--- config.mk ---
export PLATFORM = sky130hd
export DESIGN_NAME = lsu
export DESIGN_NICKNAME = d
export VERILOG_FILES = /design/src/rtl/lsu.sv
export SDC_FILE = /design/constraint.sdc
export NUM_CORES = 1
export LEC_CHECK = 0
export CAP_MARGIN = 20
export CORE_UTILIZATION = 42
export DETAILED_ROUTE_END_ITERATION = 6
export GPL_TIMING_DRIVEN = 0
export MAX_ROUTING_LAYER = met4
export PLACE_DENSITY = 0.79
export SLEW_MARGIN = 20
export SYNTH_ARGS = -nofsm -noshare
export SYNTH_HDL_FRONTEND = slang
export SYNTH_SLANG_ARGS = --single-unit
--- constraint.sdc ---
create_clock -name clk -period 2.48 [get_ports clk]
set_clock_uncertainty 0.1 [all_clocks]
set_input_delay 0.372 -clock clk [delete_from_list [all_inputs] [get_ports clk]]
set_output_delay 0.372 -clock clk [all_outputs]
set_load 0.01 [all_outputs]
--- src/rtl/lsu.sv ---
// RV32I load/store unit in front of a word-addressed RAM without byte enables.
// Sub-word stores are performed as read-modify-write.
module lsu #(
  parameter int WIDTH  = 32,
  parameter int ADDR_W = 12
) (
  input  logic              clk,
  input  logic              rst,
  input  logic              req_valid,
  output logic              req_ready,
  input  logic              req_we,
  input  logic [1:0]        req_size,
  input  logic              req_unsigned,
  input  logic [WIDTH-1:0]  req_addr,
  input  logic [WIDTH-1:0]  req_wdata,
  output logic              resp_valid,
  output logic [WIDTH-1:0]  resp_rdata,
  output logic              resp_err,
  output logic [ADDR_W-1:0] mem_addr,
  output logic              mem_wren,
  output logic [WIDTH-1:0]  mem_wr_data,
  input  logic [WIDTH-1:0]  mem_rd_data
);

  typedef enum logic [2:0] {
    IDLE, READ, WAIT, WRITE, RESP
  } state_t;

  state_t state, state_nx;

  logic [1:0]       lane;
  logic [1:0]       size_q;
  logic             uns_q;
  logic             we_q;
  logic [15:0]      wdata_q;
  logic             bad;
  logic             word_st;
  logic [4:0]       sh;
  logic [WIDTH-1:0] shifted;
  logic [WIDTH-1:0] load_val;
  logic [WIDTH-1:0] merged;

  assign req_ready  = (state == IDLE);
  assign resp_valid = (state == RESP);
  assign mem_wren   = (state == WRITE);
  assign word_st    = req_we && (req_size == 2'b10);

  always_comb begin
    bad = 1'b0;
    unique case (req_size)
      2'b00:   bad = 1'b0;
      2'b01:   bad = req_addr[0];
      2'b10:   bad = |req_addr[1:0];
      default: bad = 1'b1;
    endcase
    if ((req_addr >> (ADDR_W + 2)) != '0)
      bad = 1'b1;
  end

  always_ff @(posedge clk or negedge rst) begin
    if (!rst) state <= IDLE;
    else      state <= state_nx;
  end

  always_comb begin
    state_nx = state;
    unique case (state)
      IDLE: begin
        if (req_valid) begin
          if (bad)          state_nx = RESP;
          else if (word_st) state_nx = WRITE;
          else              state_nx = READ;
        end
      end
      READ:    state_nx = WAIT;
      WAIT:    state_nx = we_q ? WRITE : RESP;
      WRITE:   state_nx = RESP;
      RESP:    state_nx = IDLE;
      default: state_nx = IDLE;
    endcase
  end

  // Lane select for loads and lane merge for sub-word stores
  always_comb begin
    sh       = {lane, 3'b000};
    shifted  = mem_rd_data >> sh;
    load_val = shifted;
    merged   = mem_rd_data;
    case (size_q)
      2'b00: begin
        load_val = {{(WIDTH-8){~uns_q & shifted[7]}},
                    shifted[7:0]};
        merged   = (mem_rd_data & ~(WIDTH'(8'hFF) << sh))
                 | (WIDTH'(wdata_q[7:0]) << sh);
      end
      2'b01: begin
        load_val = {{(WIDTH-16){~uns_q & shifted[15]}},
                    shifted[15:0]};
        merged   = (mem_rd_data & ~(WIDTH'(16'hFFFF) << sh))
                 | (WIDTH'(wdata_q) << sh);
      end
      default: ;
    endcase
  end

  always_ff @(posedge clk or negedge rst) begin
    if (!rst) begin
      lane        <= '0;
      size_q      <= '0;
      uns_q       <= 1'b0;
      we_q        <= 1'b0;
      wdata_q     <= '0;
      mem_addr    <= '0;
      mem_wr_data <= '0;
      resp_rdata  <= '0;
      resp_err    <= 1'b0;
    end else begin
      case (state)
        IDLE: begin
          if (req_valid) begin
            lane    <= req_addr[1:0];
            size_q  <= req_size;
            uns_q   <= req_unsigned;
            we_q    <= req_we;
            wdata_q <= req_wdata[15:0];
            if (bad) begin
              resp_err   <= 1'b1;
              resp_rdata <= '0;
            end else begin
              mem_addr <= req_addr[ADDR_W+1:2];
              if (word_st)
                mem_wr_data <= req_wdata;
            end
          end
        end
        WAIT: begin
          if (we_q) begin
            mem_wr_data <= merged;
          end else begin
            resp_rdata <= load_val;
            resp_err   <= 1'b0;
          end
        end
        WRITE: begin
          resp_rdata <= '0;
          resp_err   <= 1'b0;
        end
        default: ;
      endcase
    end
  end

endmodule

Word-level counts from Yosys, hierarchy flattened
Cells that the tools add are included.

operators by class
  eq/ne operators = 13
  shift-type cells = 5
  multiplexer cells = 22
  bitwise gates (word level) = 10
  reduce and logical (&&, ||, !) cells = 12

operators by type and width
  operator                                            count
  two-way mux 32 bit                                  7
  one-hot mux 32 bit (2 select lines)                 3
  one-hot mux 32 bit (3 select lines)                 1
  AND 32 bit                                          2
  NOT 32 bit                                          2
  OR 32 bit                                           2
  nonzero test 32 bit                                 1
  << shifter 16 x 5 -> 32 bit                         1
  << shifter 16 x 5 -> 32 bit (first input constant)  1
  << shifter 8 x 5 -> 32 bit                          1
  << shifter 8 x 5 -> 32 bit (first input constant)   1
  right shift 32 x 5 -> 32 bit                        1
  one-hot mux 3 bit (4 select lines)                  1
  two-way mux 3 bit                                   3
  != test 2 bit (second input constant)               4
  == test 3 x 2 -> 1 bit (second input constant)      2
  one-hot mux 1 bit (3 select lines)                  2
  AND reduction 5 bit                                 1
  == test 2 x 1 -> 1 bit (second input constant)      2
  zero test 2 bit                                     2
  two-way mux 1 bit                                   4
  != test 2 x 1 -> 1 bit (second input constant)      2
  AND reduction 4 bit                                 1
  == test 3 x 1 -> 1 bit (second input constant)      1
  12 further kinds                                    14

storage, ports and cells
  register bits = 102
  output and inout port bits = 80
  logic and storage cells = 72

Longest topological paths before layout
  depth after elaboration = 7
  mapped depth = 12
  depth with buffers taken out = 7

Worst setup path before layout
OpenSTA, ideal clock, no wires.

  path type = register to register
  start point = register lane[0]
  end point = register mem_wr_data[16]
  library setup time = 125 ps
  arrival = 2,375 ps
  data required time = 2,255 ps
  path slack = -119 ps
  stages on the path, launching flop included = 13
  path buffers = 5
  clock period less this slack = 2,599 ps
  path through = dfrtp_1 buf_6 buf_2 buf_2 buf_2 inv_1 ha_1 mux2i_1 or2_2 clkbuf_1 a2bb2oi_1 o21ai_0 mux2_2

on the way
  longest elaborated chain between the ends = 7
  elaborated cells on any way between the ends = 13

RTL lines
  element                                                                           RTL line  text
  start, declared                                                                   31        logic [1:0] lane;
  start signal, assigned                                                            121       lane <= req_addr[1:0];
  << shifter 16 x 5 -> 32 bit / << shifter 8 x 5 -> 32 bit (equally long branches)  99, 93
  NOT 32 bit, on equally long branches                                              99, 93
  AND 32 bit, on equally long branches                                              99, 93
  OR 32 bit, on equally long branches                                               100, 94
  one-hot mux 32 bit (2 select lines) *                                             89        case (size_q)
  two-way mux 32 bit *                                                              137       if (we_q) begin
  one-hot mux 32 bit (2 select lines) *                                             118       case (state)
  end signal, assigned                                                              132       mem_wr_data <= req_wdata;
  end signal, assigned                                                              138       mem_wr_data <= merged;
  end, declared                                                                     21        output logic [WIDTH-1:0] mem_wr_data,

Mark *: on every way between the ends. The rest lies on a longest branch, timed or not. The select of a mux whose other input is x is not followed.
A chain may end at the register's enable or synchronous reset.

Final worst setup path
  start point = register lane[1]
  end point = register mem_wr_data[13]

The elaborated chain is that of the path after synthesis.

==> out/results.md <==
| Parameter | This run |
|:---|:---|
| Post-DP Area | 0.007794 sq mm |
| Maximum number of pins on one net before global-route repair | 53 |
| Finished Cell Area | 0.008185 sq mm |
| Net switching share of the total power | 29.88% |
| Max-capacitance violation count | 0 |
| Most common cell in the synthesized netlist | sky130_fd_sc_hd__dfrtp_1 |
| Average cell area after synthesis | 10.76 sq um |
| Clock latency of the later-clocked register in the worst-skew pair | 0.36 ns |
| Aggregate routed wire length | 19400 um |
| Share of the clock period used by the worst path after layout | 96.34% |
| Minimum clock period | 2.389 ns |
| DRT iter0 DRCs | 465 |
| Setup Total Neg Slack | 0 ns |
| Max frequency | 0.4186 GHz |
| Inserted Clock Buffers | 9 |
| Number of antenna cells inserted | 0 |
| Synthesized netlist net count | 638 |
| Peak ir drop on the vdd network | 271.9 uV |
| Count of input and output buffers | 182 |
| Cell types occupying the most area after synthesis | sky130_fd_sc_hd__dfrtp_1 (45%), sky130_fd_sc_hd__mux2_2 (18%), sky130_fd_sc_hd__o21ai_0 (3.6%) |
| Chip Width | 118.7 um |
| Max Slew Vio Count | 0 |
| Main combinational cell family by area after synthesis | multiplexers |
| Sequential share of power | 40.5% |
| Count of clock tree sinks | 102 |
| Post-synthesis simple-gate area fraction | 9.654% |
| CTS tree | built |
| Cells after Synth | 531 |
| Share of the synthesized area in the top cell type | 44.66% |
| Wire length per cell after detailed routing | 21.41 um |
| Initial Utilization | 43.16% |
| Commonest cells in the synthesized netlist | sky130_fd_sc_hd__dfrtp_1 (102), sky130_fd_sc_hd__mux2_2 (92), sky130_fd_sc_hd__o21ai_0 (41), sky130_fd_sc_hd__nor2_1 (37), sky130_fd_sc_hd__nand2_1 (34) |
| Master of the slowest instance on the critical path | sky130_fd_sc_hd__a222oi_1 |
| Placeable core area | 0.01324 sq mm |
| Seq cells post-synth | 102 |
| Half-perimeter wire length of the detailed placement result | 15070 um |
| Number of placement rows | 42 |
| Vias in the first global route | 5258 |
| Area overhead of the layout relative to synthesis | 43.21% |
| Compound-cell area share of the yosys netlist | 19.70% |
| Ratio of routed vias to standard cells | 5.794 |
| Nature of the critical path endpoint | flip-flop |
| Leftover overflow at the end of global routing | 0 |
| CP Buf/Inv Count | 3 |
| First-pass iteration count of the detailed router | 6 |
| Overall Global Routing Usage | 29.02% |
| Cell Pwr Density | 543.9 mW/mm^2 |
| Category of the most critical setup path | reg -> reg |
| Final Util | 61.81% |
| Root buf cell | sky130_fd_sc_hd__clkbuf_16 |
| DIE AREA | 0.01408 sq mm |
| Peak per-stage delay on the critical path | 0.49 ns |
| Share of synthesized area occupied by flip-flops and latches | 44.66% |
| Clk pin slew, worst setup/hold paths | 0.08 ns |
| Boundary pin count | 183 |
| Proportion of synthesized flip-flops having asynchronous set or reset | 100.0% |
| Wire length of the first global-routing pass | 29960 um |
| Vertical die dimension | 118.7 um |
| Cells traversed along the worst timing path | buf_4 -> clkinvlp_4 -> ha_1 -> inv_2 -> a22o_1 -> a222oi_1 -> o21ai_1 -> mux2_2 |
| Required arrival time at the worst endpoint | 2.63 ns |
| Switching component of the power | 0.001330 W |
| Arrival time at the worst endpoint | 2.54 ns |
| Post-synthesis share of cell area spent on xor and xnor gates | 0% |
| Post-route ant nets | 0 |
| Maximum level of the CTS H-tree | 3 |
| Share of layout cells above drive strength 1 | 20.96% |
| Design internal power | 0.003122 W |
| CP top delay family | compound AO/OA/AOI/OAI gates |
| Cell accounting for the most synthesized area | sky130_fd_sc_hd__dfrtp_1 |
| Post-route worst hold slack | 0.3967 ns |
| Post-layout nets | 832 |
| Adder and majority cell fraction of the synthesized area | 0.8757% |
| Post-synth EDFFs | 0 |
| Outcome | finished clean |
| Syn. warnings | 0 |
| Final Wtd Congestion | 0.9716 |
| Mux contribution to synthesized area | 20.62% |
| Clock share of power | 35.2% |
| Dominant synthesized flop cell | sky130_fd_sc_hd__dfrtp_1 |
| Initial antenna violation count | 0 |
| Part of the total power dissipated in combinational logic | 24.3% |
| Clock buffer depth | 2 |
| Mapped Area | 0.005715 sq mm |
| Unrepaired setup endpoints after global routing | no |
| Number of distinct library cells after synthesis | 48 |
| Pin slew with the least headroom to its limit | 0.8922 ns |
| Overall via count from detail_route | 5249 |
| Final setup violation count | 0 |
| Final Hold Violating Endpoints | 0 |
| Number of filler cells placed in the layout | 1075 |
| Static leakage | 3.452 nW |
| Kind of start point of the critical path | flip-flop |
| Worst Path Max Fanout | 10 |
| Residual DRC | 0 |
| Max_slew headroom | 40.06% |
| Worst min path class | reg -> reg |
power by group through the flow:
stage / registers [W] / logic [W] / clock network, W
6_report: 0.00180 / 0.00108 / 0.00157
5_1_grt: 0.00181 / 0.00116 / 0.00166
4_1_cts: 0.00180 / 0.00106 / 0.00159
3_5_place_dp: 0.00183 / 0.00103 / 0
3_3_place_gp: 0.00183 / 0.00102 / 0
2_1_floorplan: 0.00180 / 0.000586 / 0
final cells by class:
class	instances	area (sq um)	share of cell area (%)
Tap cell	176	220.2	2.690
Multi-Input combinational cell	376	2948	36.01
Timing Repair Buffer	187	1883	23.01
Clock inverter	7	100.1	1.223
Clock buffer	9	225.2	2.751
Buffer	38	210.2	2.568
Inverter	11	45.04	0.5503
Sequential cell	102	2554	31.20
stage by stage:
stage               total power (W)  std cells  setup slack [ns]
floorplan                  0.002382        531           0.02640
global placement           0.002844        889            -2.667
CTS                        0.004446        905           0.05984
finish                     0.004452        906           0.09083
detailed placement         0.002860        890           -0.5408
global route               0.004624        906          0.007499
kinds of logic after synthesis:
group	Yosys count
AOI/OAI and AO/OA	153
and+or+nand+nor	114
muxes	105
DFF	102
buffers and inverters	53
adders and majority gates	4
worst reg2reg max path, cell delays in order, from the launching register on:
cell and delay (ns):
sky130_fd_sc_hd__dfrtp_2 0.44, sky130_fd_sc_hd__buf_4 0.19, sky130_fd_sc_hd__clkinvlp_4 0.12, sky130_fd_sc_hd__ha_1 0.19, sky130_fd_sc_hd__inv_2 0.11, sky130_fd_sc_hd__a22o_1 0.24, sky130_fd_sc_hd__a222oi_1 0.49, sky130_fd_sc_hd__o21ai_1 0.12
sky130_fd_sc_hd__mux2_2 0.28
timing repair:
item                                    in CTS  in global routing
hold buffers                                 1                  0
endpoints found under the hold margin       50                  0
pin swaps                                    1                  1
resized for setup                           10                  6
endpoints found under the setup margin      23                  9
setup buffers                                2                  1
worst paths after layout:
kind	from	end	slack [ns]	cells after the start
setup / recovery	lane[1]	mem_wr_data[13]	0.09	8
hold reg to reg	resp_rdata[26]	resp_rdata[26]	0.40	1
setup reg to reg	lane[1]	mem_wr_data[13]	0.09	8
max in group asynchronous	rst	lane[1]	1.22	3
min in group asynchronous	rst	mem_wr_data[17]	0.41	2
hold / removal	resp_rdata[26]	resp_rdata[26]	0.40	1
cell usage in the layout (no fill, tap or decap), types with 12 or more instances in the layout:
cell	n
sky130_fd_sc_hd__clkbuf_1	14
sky130_fd_sc_hd__buf_2	14
sky130_fd_sc_hd__o21ai_0	40
sky130_fd_sc_hd__clkdlybuf4s50_1	181
sky130_fd_sc_hd__nor2_1	36
sky130_fd_sc_hd__a211oi_1	14
sky130_fd_sc_hd__mux2_2	92
sky130_fd_sc_hd__mux2i_1	12
sky130_fd_sc_hd__nand2_1	34
sky130_fd_sc_hd__a221oi_1	17
sky130_fd_sc_hd__dfrtp_1	101
sky130_fd_sc_hd__a22o_1	22
sequential cells by signal, indices dropped and copies added (netlist names):
name	flops
wdata_q	16
uns_q	1
lane	2
mem_wr_data	32
resp_err	1
mem_addr	12
we_q	1
state	3
resp_rdata	32
size_q	2
metal layers:
layer	vias up	wire, um	share of wire (%)	GRT usage, %
met5	-	0	0	-
li1	2384	-	-	-
met3	39	1523	7.9	6.178
met2	258	8776	45	43.20
met1	2568	8620	44	38.81
met4	0	477	2.5	10.84
Power figures use the tool's default switching activity.
